**src/rtl/rr_reg_arbiter.sv**
```systemverilog
// rr_reg_arbiter: round-robin write arbiter owning one shared WIDTH-bit register,
// with a bounded lock that grants one requester back-to-back writes. Rev 1.0
`default_nettype none

module rr_reg_arbiter #(
  parameter int N        = 4,
  parameter int WIDTH    = 8,
  parameter int MAX_LOCK = 8
) (
  input  logic                   clk,
  input  logic                   reset,
  input  logic [N-1:0]           req,
  input  logic [N-1:0]           lock,
  input  logic [N*WIDTH-1:0]     wdata,
  output logic [N-1:0]           gnt,
  output logic [$clog2(N)-1:0]   owner,
  output logic [WIDTH-1:0]       q,
  output logic                   q_valid,
  output logic                   locked
);

  localparam int PW = $clog2(N);
  localparam int CW = $clog2(MAX_LOCK + 1);

  typedef enum logic [0:0] {
    IDLE   = 1'b0,
    LOCKED = 1'b1
  } state_t;

  state_t            state, state_nxt;
  logic [PW-1:0]     ptr, ptr_nxt;
  logic [CW-1:0]     lock_cnt, lock_cnt_nxt;
  logic [CW:0]       cnt_inc;
  logic [N-1:0]      gnt_nxt;
  logic [PW-1:0]     owner_nxt;
  logic [WIDTH-1:0]  q_nxt;
  logic              q_valid_nxt;

  logic              found;
  logic [PW-1:0]     winner;
  logic [PW:0]       idx;

  logic [WIDTH-1:0]  wdata_arr [N];

  generate
    for (genvar i = 0; i < N; i++) begin : g_unpack
      assign wdata_arr[i] = wdata[i*WIDTH +: WIDTH];
    end
  endgenerate

  // Scan ptr, ptr+1, ... modulo N; the first requester seen wins.
  always_comb begin
    found  = 1'b0;
    winner = '0;
    idx    = '0;
    for (int k = 0; k < N; k++) begin
      idx = {1'b0, ptr} + (PW+1)'(k);
      if (idx >= (PW+1)'(N)) begin
        idx = idx - (PW+1)'(N);
      end
      if (!found && req[idx[PW-1:0]]) begin
        found  = 1'b1;
        winner = idx[PW-1:0];
      end
    end
  end

  assign cnt_inc = {1'b0, lock_cnt} + (CW+1)'(1);

  always_comb begin
    state_nxt    = state;
    ptr_nxt      = ptr;
    lock_cnt_nxt = lock_cnt;
    gnt_nxt      = '0;
    owner_nxt    = owner;
    q_nxt        = q;
    q_valid_nxt  = q_valid;

    unique case (state)
      IDLE: begin
        if (found) begin
          q_nxt       = wdata_arr[winner];
          gnt_nxt     = {{(N-1){1'b0}}, 1'b1} << winner;
          owner_nxt   = winner;
          q_valid_nxt = 1'b1;
          ptr_nxt     = (winner == PW'(N-1)) ? '0 : winner + PW'(1);
          if (lock[winner] && (MAX_LOCK > 1)) begin
            state_nxt    = LOCKED;
            lock_cnt_nxt = CW'(1);
          end
        end
      end
      LOCKED: begin
        // Only the owner is served; ptr already points past it for release.
        if (req[owner]) begin
          q_nxt        = wdata_arr[owner];
          gnt_nxt      = {{(N-1){1'b0}}, 1'b1} << owner;
          lock_cnt_nxt = cnt_inc[CW-1:0];
          if (!(lock[owner] && (cnt_inc < (CW+1)'(MAX_LOCK)))) begin
            state_nxt    = IDLE;
            lock_cnt_nxt = '0;
          end
        end else begin
          state_nxt    = IDLE;
          lock_cnt_nxt = '0;
        end
      end
      default: begin
        state_nxt    = IDLE;
        lock_cnt_nxt = '0;
      end
    endcase
  end

  always_ff @(posedge clk) begin
    if (reset) begin
      state    <= IDLE;
      ptr      <= '0;
      lock_cnt <= '0;
      gnt      <= '0;
      owner    <= '0;
      q        <= '0;
      q_valid  <= 1'b0;
    end else begin
      state    <= state_nxt;
      ptr      <= ptr_nxt;
      lock_cnt <= lock_cnt_nxt;
      gnt      <= gnt_nxt;
      owner    <= owner_nxt;
      q        <= q_nxt;
      q_valid  <= q_valid_nxt;
    end
  end

  assign locked = (state == LOCKED);

endmodule

`default_nettype wire
```
**config.mk**
```make
export PLATFORM = sky130hd
export DESIGN_NAME = rr_reg_arbiter
export DESIGN_NICKNAME = d
export VERILOG_FILES = /design/src/rtl/rr_reg_arbiter.sv
export SDC_FILE = /design/constraint.sdc
export NUM_CORES = 1
export LEC_CHECK = 0
export CAP_MARGIN = 20
export CORE_AREA = 2 2 76 56
export DETAILED_ROUTE_END_ITERATION = 8
export DIE_AREA = 0 0 78 58
export PLACE_DENSITY_LB_ADDON = 0.08
export SYNTH_ARGS = -nofsm -noshare
export SYNTH_HDL_FRONTEND = slang
export SYNTH_SLANG_ARGS = --single-unit
export TNS_END_PERCENT = 5
```
**constraint.sdc**
```tcl
create_clock -name clk -period 2.28 [get_ports clk]
set_input_delay 0.228 -clock clk [delete_from_list [all_inputs] [get_ports clk]]
set_output_delay 0.228 -clock clk [all_outputs]
set_load 0.01 [all_outputs]
```
* After elaboration in Yosys (flattened, before gate mapping)
Cells that the tools add are included.
** Word-level totals
- Flip-flop bits (word level) :: 22
- Output and inout bits :: 16
- Logic and storage cells :: 97
** Cells by class
- Add/sub/neg operators :: 9
- $lt $le $gt $ge :: 13
- Equality and inequality tests :: 4
- Shift-type cells :: 2
- Multiplexer cells :: 49
- Bitwise operators :: 3
- Reductions and logical operators :: 10
** Operators by type and width (count)
- two-way mux 8 bit :: 6
- binary-select mux 8 bit (select 2 bit) :: 2
- two-way mux 4 bit :: 6
- less-than comparator 2 x 3 -> 1 bit (second input constant) :: 6
- two-way mux 2 bit :: 9
- case mux 4 bit (2 select lines) :: 2
- case mux 8 bit (2 select lines) :: 1
- >= comparator 3 bit (second input constant) :: 5
- two-way mux 1 bit :: 15
- binary-select mux 1 bit (select 2 bit) :: 7
- left shift 1 x 2 -> 4 bit (first input constant) :: 2
- subtractor 2 x 1 -> 2 bit (second input constant) :: 4
- adder 2 x 2 -> 3 bit (second input constant) :: 2
- NOT 2 -> 3 bit :: 2
- AND reduction 2 bit :: 3
- adder 4 x 1 -> 5 bit (second input constant) :: 1
- less-than comparator 5 x 4 -> 1 bit (second input constant) :: 1
- logical AND 1 bit :: 4
- != test 2 bit (second input constant) :: 2
- adder 2 x 1 -> 3 bit (second input constant) :: 1
- >= comparator 2 x 3 -> 1 bit (second input constant) :: 1
- zero test 1 bit :: 3
- adder 2 x 1 -> 2 bit (second input constant) :: 1
- == test 2 bit (second input constant) :: 1
- 3 further kinds :: 3

* Longest topological paths before layout
Gate-level depths: netlist (run 1).
- Depth after elaboration :: 20
- Gate-level depth with buffers :: 9

* Least setup slack after synthesis (run 1)
OpenSTA, ideal clock, no wires.
- Path type :: register to register
- Start :: register ptr[0]
- End :: register q[7]
- Library setup time :: 0.130 ns
- Data arrival time :: 1.642 ns
- Setup slack :: 0.508 ns
- Stages on the path, launching flop included :: 8
- Buffers on the path :: 1
- Clock period less this slack :: 1.772 ns
- Cell sequence :: dfxtp_1 -> and2b_1 -> a211oi_2 -> a21oi_4 -> buf_6 -> mux2_4 -> a221oi_2 -> o31ai_1
** On the way
- Cells in the longest elaborated chain, start to end :: 20
** Ends and longest elaborated chain
- start: declaration :: RTL line 31 : logic [PW-1:0] ptr, ptr_nxt;
- start signal: assignment :: RTL line 126 : ptr <= ptr_nxt;
- branches (longest 13 deep; another with adder 2 x 1 -> 3 bit)
- two-way mux 2 bit (*) :: RTL line 61 : if (!found && req[idx[PW-1:0]]) begin
- named net winner[1] :: RTL line 40 : logic [PW-1:0] winner;
- NOT 2 -> 3 bit (not written as such) (*) :: RTL line 82 : q_nxt = wdata_arr[winner];
- binary-select mux 8 bit (select 2 bit) (*) :: RTL line 82
- two-way mux 8 bit (not written as such) (*) (2 in a row) :: RTL line 82
- two-way mux 8 bit (*) :: RTL line 81 : if (found) begin
- case mux 8 bit (2 select lines) (*) :: RTL line 79 : unique case (state)
- end signal: assignment :: RTL line 130 : q <= q_nxt;
- end: declaration :: RTL line 17 : output logic [WIDTH-1:0] q,
Mark *: on every way through the listed nets, which the timed path passes. The select of a mux whose other input is x is not followed.
A chain may end at the register's enable or synchronous reset.

* Worst setup path after layout (run 1)
- Start :: input req[2]
- End :: register lock_cnt[2]
** On the way
- Cells in the longest elaborated chain, start to end :: 16
** Ends and longest elaborated chain
- start: declaration :: RTL line 12 : input logic [N-1:0] req,
- binary-select mux 1 bit (select 2 bit) :: RTL line 61
- two-way mux 1 bit (not written as such) :: RTL line 61
- two-way mux 1 bit :: RTL line 61
- zero test 1 bit :: RTL line 61
- logical AND 1 bit :: RTL line 61
- two-way mux 1 bit :: RTL line 61
- zero test 1 bit :: RTL line 61
- logical AND 1 bit :: RTL line 61
- two-way mux 1 bit :: RTL line 61
- zero test 1 bit :: RTL line 61
- logical AND 1 bit :: RTL line 61
- two-way mux 2 bit :: RTL line 61
- binary-select mux 1 bit (select 2 bit) :: RTL line 87 : if (lock[winner] && (MAX_LOCK > 1)) begin
- two-way mux 1 bit (not written as such) :: RTL line 87
- != test 2 bit (no source line)
- AND reduction 2 bit (no source line)
- end signal: assignment :: RTL line 127 : lock_cnt <= lock_cnt_nxt;
- end: declaration :: RTL line 32 : logic [CW-1:0] lock_cnt, lock_cnt_nxt;
Several ways; a longest one is shown, not always the timed one. The select of a mux whose other input is x is not followed.

==> results.md, run 1 <==
| Result | This run | Unit |
|---|---|---|
| Run status | complete, no violations | - |
| Clock tree from TritonCTS | built | - |
| Proportion of netlist area held by the largest area contributor | 0.258 | - |
| Port bufs | 57 | - |
| Number of synthesis warnings | 0 | - |
| Min-Delay Endpoint | q[3]$_SDFFE_PP0P_ | - |
| Antenna violations before repair | 0 | - |
| Internal power | 1.26 | mW |
| CTS Sinks | 22 | - |
| Share of post-route cells with drive strength above 1 | 0.197 | - |
| Postcts setup bufs | 0 | - |
| Clock latency reported for the late side of the worst-skew pair | 0.26 | ns |
| Critical path class | in2reg | - |
| Critical path data required time | 2.48 | ns |
| Number of buffers between clock root and the deepest sink | 2 | - |
| Unique cell type count in the Yosys netlist | 46 | - |
| Main flop type after synthesis | sky130_fd_sc_hd__dfxtp_1 | - |
| Switch share | 0.383 | - |
| Count of hold buffers inserted by post-cts repair | 0 | - |
| Core Area | 3800 | um2 |
| Power per unit of standard cell area | 824 | nW/um2 |
| Largest net degree at the start of global routing | 14 | - |
| Starting density of the core | 0.449 | - |
| Wire length of the first global-routing pass | 8260 | um |
| Worst R2R Setup Slack | 0.25 | ns |
| Placed wire-length estimate | 3900 | um |
| Die boundary width | 78 | um |
| Maximum clock rate | 0.469 | GHz |
| Library cell contributing the largest single delay on the critical path | sky130_fd_sc_hd__clkdlybuf4s50_1 | - |
| Post-DR wirelength/cell | 15.8 | um |
| Share of total power in sequential cells | 0.290 | - |
| Vias in the first global route | 1732 | - |
| CP startpoint kind | input pin | - |
| Adder and majority cell fraction of the synthesized area | 0.0366 | - |
| # diodes | 0 | - |
| Switching Power | 0.782 | mW |
| Static Leakage | 0.966 | nW |
| Maximum vdd ir drop | 0.000512 | V |
| 1st-pass router iterations | 5 | - |
| Endpoint type of the worst setup path | flop | - |
| Hold path cells | 2 | - |
| Iteration-0 DRC Markers | 108 | - |
| FF+latch count, synth | 22 | - |
| Async set or reset register ratio after synthesis | 0 | - |
| Compound-cell area share of the yosys netlist | 0.208 | - |
| Gr ovfl total | 0 | - |
| Final setup violation count | 0 | - |
| Total via count after detailed routing | 1703 | - |
| Dominant combinational cell family by area after synthesis | multiplexers | - |
| Worst Max-Slew Pin Slew | 0.604 | ns |
| Avg Vias per Cell | 5.57 | - |
| Signal arrival time at the worst endpoint | 2.34 | ns |
| Mapped Cells | 187 | - |
| Total Routing Usage GR | 0.226 | - |
| Worst R2R Start | ptr[0]$_SDFFE_PP0P_ | - |
| Unrepaired setup endpoints after global routing | no | - |
| FF-to-FF path depth | 6 | - |
| Top-level port count | 58 | - |
| Final antenna-violating net count | 0 | - |
| Clock buffers created by TritonCTS | 3 | - |
| Number of hold violations in the final report | 0 | - |
| Die H | 58 | um |
| Endpoint of the most critical register-to-register path | lock_cnt[2]$_SDFFE_PP0P_ | - |
| Root buffer cell | sky130_fd_sc_hd__clkbuf_8 | - |
| Worst-case headroom to the max-slew limit | 0.596 | - |
| Placer Congestion | 0.898 | - |
| Final Max Tran Viols | 0 | - |
| Multiplexer share of the synthesized area | 0.263 | - |
| Die Footprint | 4520 | um2 |
| Cell area after placement | 2420 | um2 |
| Minimum clock period | 2.13 | ns |
| Clock slew seen by the registers of the worst setup and hold paths | 0.08 | ns |
| Post-synth EDFFs | 0 | - |
| Layout filler cell count | 304 | - |
| Maximum capacitance violations | 0 | - |
| Post-Layout Cell Count | 306 | - |
| H-tree depth reported by CTS | 1 | - |
| Largest incremental delay on the critical path | 0.51 | ns |
| Netlist area before placement | 1710 | um2 |
| Post-Synthesis Net Count | 234 | - |
| Post-Route WL | 4840 | um |
| Startpoint of the worst hold path | q[3]$_SDFFE_PP0P_ | - |
| Post-cts resize count | 0 | - |
| Signed area change from the synthesized netlist to the final layout | 44.9 | % |
| Gate power share | 0.572 | - |
| Share of the cycle needed by the critical path after routing | 0.935 | - |
| Area contributors post-synth | sky130_fd_sc_hd__dfxtp_1 (26%), sky130_fd_sc_hd__mux4_2 (12%), sky130_fd_sc_hd__mux2i_1 (9.4%), sky130_fd_sc_hd__a21oi_1 (4.1%), sky130_fd_sc_hd__nand2_1 (4.0%) | - |
| Most area-hungry cell type in the Yosys netlist | sky130_fd_sc_hd__dfxtp_1 | - |
| Total design power | 2.04 | mW |
| Placement row count | 19 | - |
| Final design instance area without fill | 2470 | um2 |
| Max Clock Skew | 0.00722 | ns |
| Worst-path maximum fanout | 10 | - |
| Clk pwr share | 0.138 | - |
| Synthesized-area fraction occupied by and/or/nand/nor cells | 0.187 | - |
| Hold crit path type | reg2reg | - |
| Critical path cell sequence | clkdlybuf4s50_1, nor2b_1, a211oi_2, a21oi_4, mux2_2, a221oi_2, a221o_1 | - |
| Placed cells | 302 | - |
| Per-instance average area after synthesis | 9.13 | um2 |
| Xor/xnor share of the synthesized area | 0 | - |
| Net count reported at finish | 302 | - |
| Fraction of the yosys area taken by sequential cells | 0.258 | - |
| DRC viols | 0 | - |
worst max-delay path: cells and delay by family:
kind | cells | cell delay (ns)
buf+inv | 1 | 0.51
mux | 1 | 0.40
compound gates | 4 | 0.97
simple gates | 1 | 0.21
cell usage after synthesis, types with 3 or more instances:
master                     count
sky130_fd_sc_hd__o22ai_1       3
sky130_fd_sc_hd__buf_2         5
sky130_fd_sc_hd__inv_1         5
sky130_fd_sc_hd__dfxtp_1      22
sky130_fd_sc_hd__a21o_1        3
sky130_fd_sc_hd__a221oi_1      4
sky130_fd_sc_hd__nand3_1       7
sky130_fd_sc_hd__nor2_1       16
sky130_fd_sc_hd__nor3_1        4
sky130_fd_sc_hd__mux2i_1      16
sky130_fd_sc_hd__nand2_1      18
sky130_fd_sc_hd__clkbuf_1      6
sky130_fd_sc_hd__a21oi_1      14
sky130_fd_sc_hd__ha_1          5
sky130_fd_sc_hd__mux2_2        5
sky130_fd_sc_hd__nand2b_1      3
sky130_fd_sc_hd__mux4_2        9
sky130_fd_sc_hd__o31ai_1       5
sky130_fd_sc_hd__o21ai_0       3
kinds of logic after synthesis:
| logic type | count (synthesis) |
|---|---|
| AND/OR/NAND/NOR | 63 |
| adder cells (fa/ha/maj) | 5 |
| buffers and inverters | 18 |
| AO/OA/AOI/OAI | 47 |
| flip-flops | 22 |
| multiplexers | 32 |
stage by stage:
stage / setup WS [ns] / hold WS [ns] / utilization / setup TNS [ns]
2_1_floorplan: 0.508 / 0.432 / - / 0
3_3_place_gp: 0.0138 / 0.435 / 0.636 / 0
3_5_place_dp: -0.0966 / 0.444 / 0.636 / -0.569
4_1_cts: 0.173 / 0.462 / 0.651 / 0
5_1_grt: 0.00994 / 0.478 / 0.651 / 0
6_report: 0.148 / 0.462 / 0.651 / 0
routing by layer:
layer  GRT usage  up-vias  wire length (um)
met3      0.0452        0               209
met4      0.0251        0                 0
met1       0.298      823              2200
li1            -      837                 -
met5           0        -                 0
met2       0.403       43              2420
sequential cells by signal, summed over array words and instances, names as in the netlist:
signal	cells
ptr	2
q_valid	1
q	8
owner	2
lock_cnt	4
locked	1
gnt	4
worst max-delay path by stage:
stage / start / endpoint / slack (ns) / depth (start not counted)
3_3_place_gp: req[2] / lock_cnt[2]$_SDFFE_PP0P_ / 0.01 / 7
6_report: req[2] / lock_cnt[2]$_SDFFE_PP0P_ / 0.15 / 7
2_1_floorplan: ptr[0]$_SDFFE_PP0P_ / q[7]$_SDFFE_PP0P_ / 0.51 / 7
4_1_cts: req[2] / lock_cnt[2]$_SDFFE_PP0P_ / 0.17 / 7
3_5_place_dp: req[2] / lock_cnt[2]$_SDFFE_PP0P_ / -0.1 / 7
5_1_grt: req[2] / lock_cnt[3]$_SDFFE_PP0P_ / 0.01 / 7
power by group through the flow:
stage                     logic [mW]  registers (mW)  clock network [mW]
after detailed placement        1.16           0.599                   0
after global routing            1.27           0.611               0.301
after CTS                       1.16           0.590               0.284
final                           1.17           0.592               0.281
after floorplan                0.701           0.599                   0
after global placement          1.12           0.590                   0
layout by cell type (no fill, tap or decap), drive strengths merged, types with 2 or more instances in the layout:
cell type      synthesis  final
o21ai                  3      3
mux2i                 16     16
clkdlybuf4s50          0     57
a211oi                 2      2
a22oi                  2      2
nor2                  16     16
nand2                 19     19
nand4                  2      2
ha                     5      5
a221oi                 6      6
nand3                  7      7
o22ai                  4      4
buf                    6     18
mux2                   7      7
inv                    6      6
a21o                   3      3
nor3                   4      4
nand2b                 4      4
or2                    2      2
clkbuf                 6      4
a21oi                 15     15
mux4                   9      9
nor2b                  2      2
and2b                  2      2
o31ai                  5      5
dfxtp                 22     22
final cells by class:
type / instances / area (um2) / area share
clock buffer: 4 / 55.1 / 0.0222
timing repair buffer: 75 / 706 / 0.285
inverter: 6 / 22.5 / 0.00910
multi-input combinational: 147 / 1190 / 0.479
sequential: 22 / 440 / 0.178
tap: 52 / 65.1 / 0.0263
(Power assumes the default switching activity.)
==> run 2: changes to the inputs <==
Settings changed: ABC_AREA set to 0.
==> results of run 2 <==
No change in the layout: final DEF, timing and power equal those of run 1.
==> run 3: changes to the inputs <==
Settings changed: CORE_AREA 2 2 76 56 to 2 2 72 60, DIE_AREA 0 0 78 58 to 0 0 74 62, TNS_END_PERCENT 5 to 1.
==> run 3 against run 2 <==
Via count up 0.18%. Register-to-register slack hardly changed. Global-route usage down 1.7 points. Critical endpoint unchanged. First-iteration DRC count shrank 8.3%. Largest cell class unchanged. Core utilization down 1.6 points. Power is 4.8% higher.
==> results.md, run 3 (same netlist as run 1, synthesis figures left out) <==
| Result | This run | Unit |
|---|---|---|
| Share of post-route cells with drive strength above 1 | 0.200 | - |
| Largest incremental delay on the critical path | 0.40 | ns |
| Static Leakage | 0.981 | nW |
| Placed cells | 308 | - |
| Port bufs | 57 | - |
| Wire length of the first global-routing pass | 7420 | um |
| Placed wire-length estimate | 3660 | um |
| Top-level port count | 58 | - |
| Most common library cell in the layout ignoring fill and taps | sky130_fd_sc_hd__clkdlybuf4s50_1 | - |
| Net count reported at finish | 303 | - |
| Postcts setup bufs | 0 | - |
| Count of hold buffers inserted by post-cts repair | 0 | - |
| Total Routing Usage GR | 0.209 | - |
| Layout filler cell count | 335 | - |
| Gr ovfl total | 0 | - |
| Placement row count | 21 | - |
| Worst R2R Start | ptr[0]$_SDFFE_PP0P_ | - |
| Hold crit path type | reg2reg | - |
| Final Max Tran Viols | 0 | - |
| Vias in the first global route | 1590 | - |
| Die H | 62 | um |
| Final setup violation count | 0 | - |
| Number of hold violations in the final report | 0 | - |
| Maximum clock rate | 0.496 | GHz |
| H-tree depth reported by CTS | 1 | - |
| 1st-pass router iterations | 4 | - |
| Worst-case headroom to the max-slew limit | 0.646 | - |
| # diodes | 0 | - |
| Setup crit start | ptr[0]$_SDFFE_PP0P_ | - |
| Post-Layout Cell Count | 312 | - |
| Placer Congestion | 0.843 | - |
| Post-cts resize count | 0 | - |
| Family of cells with the greatest summed delay on the critical path | compound AO/OA/AOI/OAI gates | - |
| Die Footprint | 4590 | um2 |
| Most frequent cells in the layout | sky130_fd_sc_hd__clkdlybuf4s50_1 (57), sky130_fd_sc_hd__dfxtp_1 (22), sky130_fd_sc_hd__nand2_1 (18), sky130_fd_sc_hd__buf_4 (18) | - |
| Core Area | 3970 | um2 |
| Run status | complete, no violations | - |
| Worst Max-Slew Pin Slew | 0.531 | ns |
| Maximum capacitance violations | 0 | - |
| Number of buffers between clock root and the deepest sink | 2 | - |
| Power per unit of standard cell area | 849 | nW/um2 |
| Library cell contributing the largest single delay on the critical path | sky130_fd_sc_hd__dfxtp_1 | - |
| Signal arrival time at the worst endpoint | 2.23 | ns |
| Largest register by flop count | q | - |
| DRC viols | 0 | - |
| Die boundary width | 74 | um |
| Instance count on the critical path | 7 | - |
| Unrepaired setup endpoints after global routing | no | - |
| FF-to-FF path depth | 7 | - |
| CP startpoint kind | flop | - |
| Minimum clock period | 2.02 | ns |
| Starting density of the core | 0.430 | - |
| Critical path class | reg2reg | - |
| CTS Sinks | 22 | - |
| Endpoint type of the worst setup path | flop | - |
| Clock latency reported for the late side of the worst-skew pair | 0.27 | ns |
| Clock buffers created by TritonCTS | 3 | - |
| Flip-flop count of the largest register after layout | 8 | - |
| Worst path buffer plus inverter count | 1 | - |
| Largest regs | q (8), gnt (4), lock_cnt (4) | - |
| Antenna violations before repair | 0 | - |
| Worst-path maximum fanout | 6 | - |
| Largest net degree at the start of global routing | 14 | - |
| Share of the cycle needed by the critical path after routing | 0.884 | - |
| Max Clock Skew | 0.00288 | ns |
| Clock slew seen by the registers of the worst setup and hold paths | 0.09 | ns |
| Endpoint of the most critical register-to-register path | lock_cnt[2]$_SDFFE_PP0P_ | - |
| Final TNS setup | 0 | ns |
| Iteration-0 DRC Markers | 99 | - |
| Post-Route WL | 4560 | um |
| Clock tree from TritonCTS | built | - |
| Worst R2R Setup Slack | 0.26 | ns |
| Signed area change from the synthesized netlist to the final layout | 47.4 | % |
| Final antenna-violating net count | 0 | - |
| Hold path cells | 2 | - |
| Critical path cell sequence | and2b_1, a211oi_2, a21oi_4, buf_12, mux2_4, a221oi_2, a221o_1 | - |
| Avg Vias per Cell | 5.47 | - |
| Critical path data required time | 2.50 | ns |
| Maximum vdd ir drop | 0.000514 | V |
| Total via count after detailed routing | 1706 | - |
| Root buffer cell | sky130_fd_sc_hd__clkbuf_8 | - |
| Post-DR wirelength/cell | 14.6 | um |
| Critical Path End | lock_cnt[2]$_SDFFE_PP0P_ | - |
==> run 3: cell types whose count changed in the layout (fill, tap and decap cells not counted) <==
cell and delta:
sky130_fd_sc_hd__buf_12 +1, sky130_fd_sc_hd__clkbuf_8 -1, sky130_fd_sc_hd__bufinv_16 +1
==> run 3: routing by layer <==
layer / track usage / wire (um) / share of wire
met5: 0 / 0 / 0
met4: 0.0494 / 34 / 0.0075
met3: 0.0435 / 221 / 0.049
met2: 0.341 / 2250 / 0.49
met1: 0.288 / 2050 / 0.45
==> run 3: per-stage QoR <==
stage          utilization  total power [mW]  hold slack (ns)  setup slack, ns  instance area [um2]
3_5_place_dp         0.617              1.77            0.450           0.0240                 2450
3_3_place_gp         0.617              1.75            0.439            0.101                 2450
5_1_grt              0.635              2.28            0.499            0.188                 2520
6_report             0.635              2.14            0.464            0.264                 2520
2_1_floorplan            -              1.30            0.432            0.508                 1710
4_1_cts              0.635              2.15            0.468            0.273                 2520
==> run 3: layout make-up <==
| cell class | count | area, um2 | area share |
|---|---|---|---|
| multi-input cells | 147 | 1190 | 0.471 |
| clock inverters | 1 | 30.0 | 0.0119 |
| repair buffers | 76 | 726 | 0.288 |
| well taps | 57 | 71.3 | 0.0283 |
| flip-flops and latches | 22 | 440 | 0.175 |
| clock buffers | 3 | 41.3 | 0.0164 |
| inverters | 6 | 22.5 | 0.00895 |
==> run 3: worst reg2reg max path, cell delays in order, from the launching register on <==
cell and delay [ns]:
sky130_fd_sc_hd__dfxtp_1 0.40, sky130_fd_sc_hd__and2b_1 0.24, sky130_fd_sc_hd__a211oi_2 0.28, sky130_fd_sc_hd__a21oi_4 0.07
sky130_fd_sc_hd__buf_12 0.14, sky130_fd_sc_hd__mux2_4 0.30, sky130_fd_sc_hd__a221oi_2 0.35, sky130_fd_sc_hd__a221o_1 0.19
==> run 3: worst min-delay path by stage <==
| stage | startpoint | to |
|---|---|---|
| after global routing | q[6]$_SDFFE_PP0P_ | q[6]$_SDFFE_PP0P_ |
| after CTS | q[6]$_SDFFE_PP0P_ | q[6]$_SDFFE_PP0P_ |
| after global placement | q[7]$_SDFFE_PP0P_ | q[7]$_SDFFE_PP0P_ |
| after detailed placement | q[6]$_SDFFE_PP0P_ | q[6]$_SDFFE_PP0P_ |
| final | q[7]$_SDFFE_PP0P_ | q[7]$_SDFFE_PP0P_ |
| after floorplan | reset | lock_cnt[0]$_SDFFE_PP0P_ |
==> run 3: power breakdown <==
group	internal, mW	switching, mW	leakage (nW)
clock network	0.235	0.138	0.0357
logic	0.639	0.542	0.764
registers	0.487	0.0960	0.182
==> variant 1 (flow settings as in run 2) <==
Reset style: asynchronous (`reset`), changed in one clocked block.
--- a/src/rtl/rr_reg_arbiter.sv
+++ b/src/rtl/rr_reg_arbiter.sv
@@ -112,7 +112,7 @@
     endcase
   end
 
-  always_ff @(posedge clk) begin
+  always_ff @(posedge clk or posedge reset) begin
     if (reset) begin
       state    <= IDLE;
       ptr      <= '0;
Function: differs if reset is asserted again (counterexample within 4 cycles, from zero or initial values and one cycle with reset high); with reset held inactive, the same outputs for 10 cycles.
==> variant 1 against run 2 <==
Design area down 1.0%; first-iteration DRC count down 41%; critical endpoint is now q[2]$_DFFE_PP0P_; critical path type unchanged; sequential share of layout area up 4.7 points; combinational power up 54%; register-to-register slack better by 0.05 ns; area after synthesis down 2.5%; non-clock buffer count down 7; sequential cell count unchanged; largest power group unchanged; hold slack worse by 0.17 ns; fmax up 6.9%; power up 43%; routed wire length down 11%; worst setup slack better by 0.14 ns.
==> variant 1: results (changes against run 2) <==
- IO buf count: 57 (unchanged)
- Htree depth: 1 (unchanged)
- Synth top area cells: dfrtp_1, mux2i_1, mux4_2, a221o_1, ha_1
- Largest family of logic cells by synthesized area: multiplexers
- Root cell of the clock tree: clkbuf_8
- Worst Skew: 0.00155 ns (-0.00567 ns)
- Biggest regs: q: 8 flops, gnt: 4 flops, lock_cnt: 4 flops
- Worst path slowest cell: clkdlybuf4s50_1
- Critical Path AT: 2.16 ns (-0.18 ns)
- Share of cells above drive strength 1: 16.3% (-3.4 points)
- Final RePlAce weighted congestion: 0.886 (-1.3%)
- First-pass GRT wire length: 7.10 mm (-14%)
- Crit-path leading delay family: buffers and inverters
- Initial antenna violation count: 0 (unchanged)
- CTS Buffer Depth: 2 (unchanged)
- # hold bufs at CTS: 0 (unchanged)
- Internal: 1.82 mW (+45%)
- Pin count of the biggest net entering global routing: 23 (+9)
- Xor and xnor area share after synthesis: 0% (unchanged)
- Final WL: 4.32 mm (-11%)
- Synth Flop Type: dfrtp_1
- Static leakage: 1.04 nW (+7.9%)
- Setup bufs post-CTS: 0 (unchanged)
- Num CTS Buffers: 3 (unchanged)
- Via density: 5.50 (-1.1%)
- Vias in the first global route: 1,478 (-15%)
- Post-cts sizing count: 0 (unchanged)
- Adder-Cell Fraction of Synth Area: 3.76% (+0.094 points)
- Hold Crit Class: primary input to asynchronous set/reset pin
- Worst Tran Pin Value: 0.624 ns (+0.0200 ns)
- Synth Area in Compound Gates: 17.5% (-3.3 points)
- Clock latency on the worst-skew pair: 0.27 ns
- Commonest cells in the netlist: mux2i_1, dfrtp_1, inv_1, mux4_2, nor2b_1
- Status: finished, final reports clean
- Hpwl dp: 3.38 mm (-13%)
- Highest ir drop seen on vdd: 625 µV (+22%)
- # diodes: 0 (unchanged)
- Syn. warnings: 0 (unchanged)
- Nets: 257 (-15%)
- Sequential area share after synthesis: 33.1% (+7.3 points)
- First-pass detailed-route iteration total: 4 (-1)
- Worst-path clk slew: 0.08 ns (about the same)
- Largest stage delay on the critical path: 0.47 ns (-0.04 ns)
- Yosys cell types: 39 (-15%)
- Syn Nets: 191 (-18%)
- Mux contribution to synthesized area: 28.5% (+2.2 points)
- CP max FO: 6 (-4)
- FFs w/ async S/R, synth: 100% (+100 points)
- Detailed Route Iter0 Violations: 64 (-41%)
- Gr usage total: 20.4% (-2.2 points)
[variant 1: worst paths after layout]
check | endpoint | cells after the start | startpoint | slack (ns)
max | q[2]$_DFFE_PP0P_ | 8 | req[2] | 0.29
min | lock_cnt[1]$_DFFE_PP0P_ | 3 | reset | 0.29
max reg2reg | q[2]$_DFFE_PP0P_ | 7 | ptr[1]$_DFFE_PP0P_ | 0.30
min reg2reg | q_valid$_DFFE_PP0P_ | 1 | q_valid$_DFFE_PP0P_ | 0.48
max in group asynchronous | locked$_DFF_PP0_ | 3 | reset | 1.75
min in group clk | q_valid$_DFFE_PP0P_ | 1 | q_valid$_DFFE_PP0P_ | 0.48
[variant 1: final cells by class]
cell class	instances	area [µm²]
flip-flops and latches	22	551
repair buffers	68	691
clock buffers	3	41.3
well taps	52	65.1
clock inverters	1	30.0
multi-input cells	105	1030
inverters	10	40.0
fillers	309	1350
[variant 1: per-stage QoR]
step                      std cells  setup WS (ns)  utilization, %  cell area (µm²)  power [mW]
after global routing            261          0.168            64.4             2450        3.08
after global placement          257         0.0621            62.5             2380        2.49
after CTS                       261          0.283            64.4             2450        2.92
after detailed placement        257        -0.0125            62.5             2380        2.54
final                           261          0.286            64.4             2450        2.91
after floorplan                 144          0.463               -             1670        1.83
[variant 1: power groups by stage]
stage	clock [mW]	combinational, mW	sequential, mW
after floorplan	0	1.09	0.739
after global placement	0	1.76	0.727
after detailed placement	0	1.81	0.733
after CTS	0.378	1.82	0.731
after global routing	0.394	1.94	0.754
final	0.375	1.80	0.732
[variant 1: metal layers]
layer	up-vias	GRT usage (%)	part of all wire (%)
met1	690	28.7	47
met2	55	33.1	46
met5	-	0	0
li1	685	-	-
met3	6	4.36	6.2
met4	0	4.51	0.72
==> variant 2 (flow settings as in run 2) <==
Without the edit above. `WIDTH`: 8 -> 10.
--- a/src/rtl/rr_reg_arbiter.sv
+++ b/src/rtl/rr_reg_arbiter.sv
@@ -4,7 +4,7 @@
 
 module rr_reg_arbiter #(
   parameter int N        = 4,
-  parameter int WIDTH    = 8,
+  parameter int WIDTH    = 10,
   parameter int MAX_LOCK = 8
 ) (
   input  logic                   clk,
Ports: changed (resized q and wdata); port bits go from 58 to 68. No check against the original RTL was run, so the function may have changed too.
==> variant 2 against run 2 <==
Area after synthesis up 11%; fmax up 8.4%; core utilization up 6.3 points; sequential cell count up 2; critical path depth unchanged; hold slack better by 0.0085 ns; worst setup slack better by 0.17 ns; routed wire length up 0.23%; non-clock buffer count up 5; power up 2.8%; clock skew down 0.0031 ns; design area up 9.7%; largest power group unchanged.
==> variant 2: results (changes against run 2) <==
- Status: finished, final reports clean
- Worst r2r path cells: 6 (unchanged)
- Detailed Route Iter0 Violations: 87 (-19%)
- RR Startpoint: ptr[1]$_SDFFE_PP0P_
- Static leakage: 1.05 nW (+9.1%)
- Final RePlAce weighted congestion: 0.887 (-1.2%)
- Place WS: 0.0349 ns (+0.132 ns)
- Crit-path leading delay family: buffers and inverters
- Largest stage delay on the critical path: 0.49 ns (-0.02 ns)
- Final WL: 4.85 mm (+0.23%)
- Vias in the first global route: 1,628 (-6.0%)
- Synth top area cells: dfxtp_1, mux2i_1, mux4_2, a21oi_1, a211oi_2
- Syn. warnings: 0 (unchanged)
- R2R Path End: q[4]$_SDFFE_PP0P_
- Mean post-synth cell area: 9.64 µm² (+5.5%)
- CP max FO: 5 (-5)
- Initial antenna violation count: 0 (unchanged)
- Worst Skew: 0.00408 ns (-0.00314 ns)
- Vias: 1,796 (+5.5%)
- WHS: 0.470 ns (+0.00846 ns)
- Share of cells above drive strength 1: 15.0% (-4.7 points)
- Sequential area share after synthesis: 25.4% (-0.36 points)
- First-pass GRT wire length: 7.97 mm (-3.5%)
- Hpwl dp: 3.70 mm (-5.1%)
- Pin count of the biggest net entering global routing: 26 (+12)
- Min-delay src: lock_cnt[3]$_SDFFE_PP0P_
- Biggest regs: q: 10 flops, gnt: 4 flops, lock_cnt: 4 flops
- Highest ir drop seen on vdd: 446 µV (-13%)
- Critical Path AT: 2.10 ns (-0.24 ns)
- Gr usage total: 22.3% (-0.30 points)
- Yosys cell types: 44 (-4.3%)
- Placed cell count: 315 (+4.3%)
- WL per Instance: 15.2 µm (-3.9%)
- Biggest register: q
- Worst R2R Setup Slack: 0.32 ns (+0.07 ns)
- Relative slew slack: 70.3% (+11 points)
- Commonest cells in the netlist: mux2i_1, dfxtp_1, a21oi_1, nor2_1, nand2_1
- Syn Nets: 251 (+7.3%)
- First-pass detailed-route iteration total: 4 (-1)
- Hold endpoint: lock_cnt[3]$_SDFFE_PP0P_
- Dpl cell area: 0.00266 mm² (+9.9%)
- IO buf count: 67 (+18%)
- Hold Crit Depth: 1 (-1)
## variant 2: changes by cell type after synthesis, sizes merged, moves of 5 or more
cell,delta
mux2i,+18
nand3,-5
mux2,-6
nand2,-5
a221oi,-5
## variant 2: where the power goes
group          internal (mW)  switching, mW  total [mW]
registers              0.522         0.0787       0.601
clock network          0.154          0.141       0.295
logic                  0.645          0.554        1.20
## variant 2: kinds of logic after synthesis
logic type,after synthesis,synth area share (%)
muxes,46,31.7
and+or+nand+nor,52,13.4
AOI/OAI and AO/OA,50,21.0
DFF,24,25.4
adders and majority gates,5,3.31
buffers and inverters,19,5.16
## variant 2: layout make-up
| type | instances | area (µm²) |
|---|---|---|
| Clock buffer | 4 | 55.1 |
| Inverter | 6 | 22.5 |
| Tap cell | 52 | 65.1 |
| Timing Repair Buffer | 80 | 781 |
| Fill cell | 312 | 1090 |
| Sequential cell | 24 | 480 |
| Multi-Input combinational cell | 153 | 1310 |
## variant 2: how the worst max path moves through the flow
stage / to / slack (ns) / cells after the start / from
finish: q[4]$_SDFFE_PP0P_ / 0.31 / 7 / req[0]
global route: q[7]$_SDFFE_PP0P_ / 0.17 / 5 / ptr[1]$_SDFFE_PP0P_
CTS: q[3]$_SDFFE_PP0P_ / 0.32 / 7 / req[0]
detailed placement: q[7]$_SDFFE_PP0P_ / 0.03 / 7 / req[2]
global placement: q[3]$_SDFFE_PP0P_ / 0.07 / 7 / req[2]
floorplan: lock_cnt[2]$_SDFFE_PP0P_ / 0.43 / 7 / owner[1]$_SDFFE_PP0P_
## variant 2: layer usage
metal	up-vias	share of wire, %	global-route usage, %
li1	890	-	-
met1	850	48	31.5
met2	54	46	36.6
met3	2	6.0	4.83
met4	0	0.56	3.01
met5	-	0	0
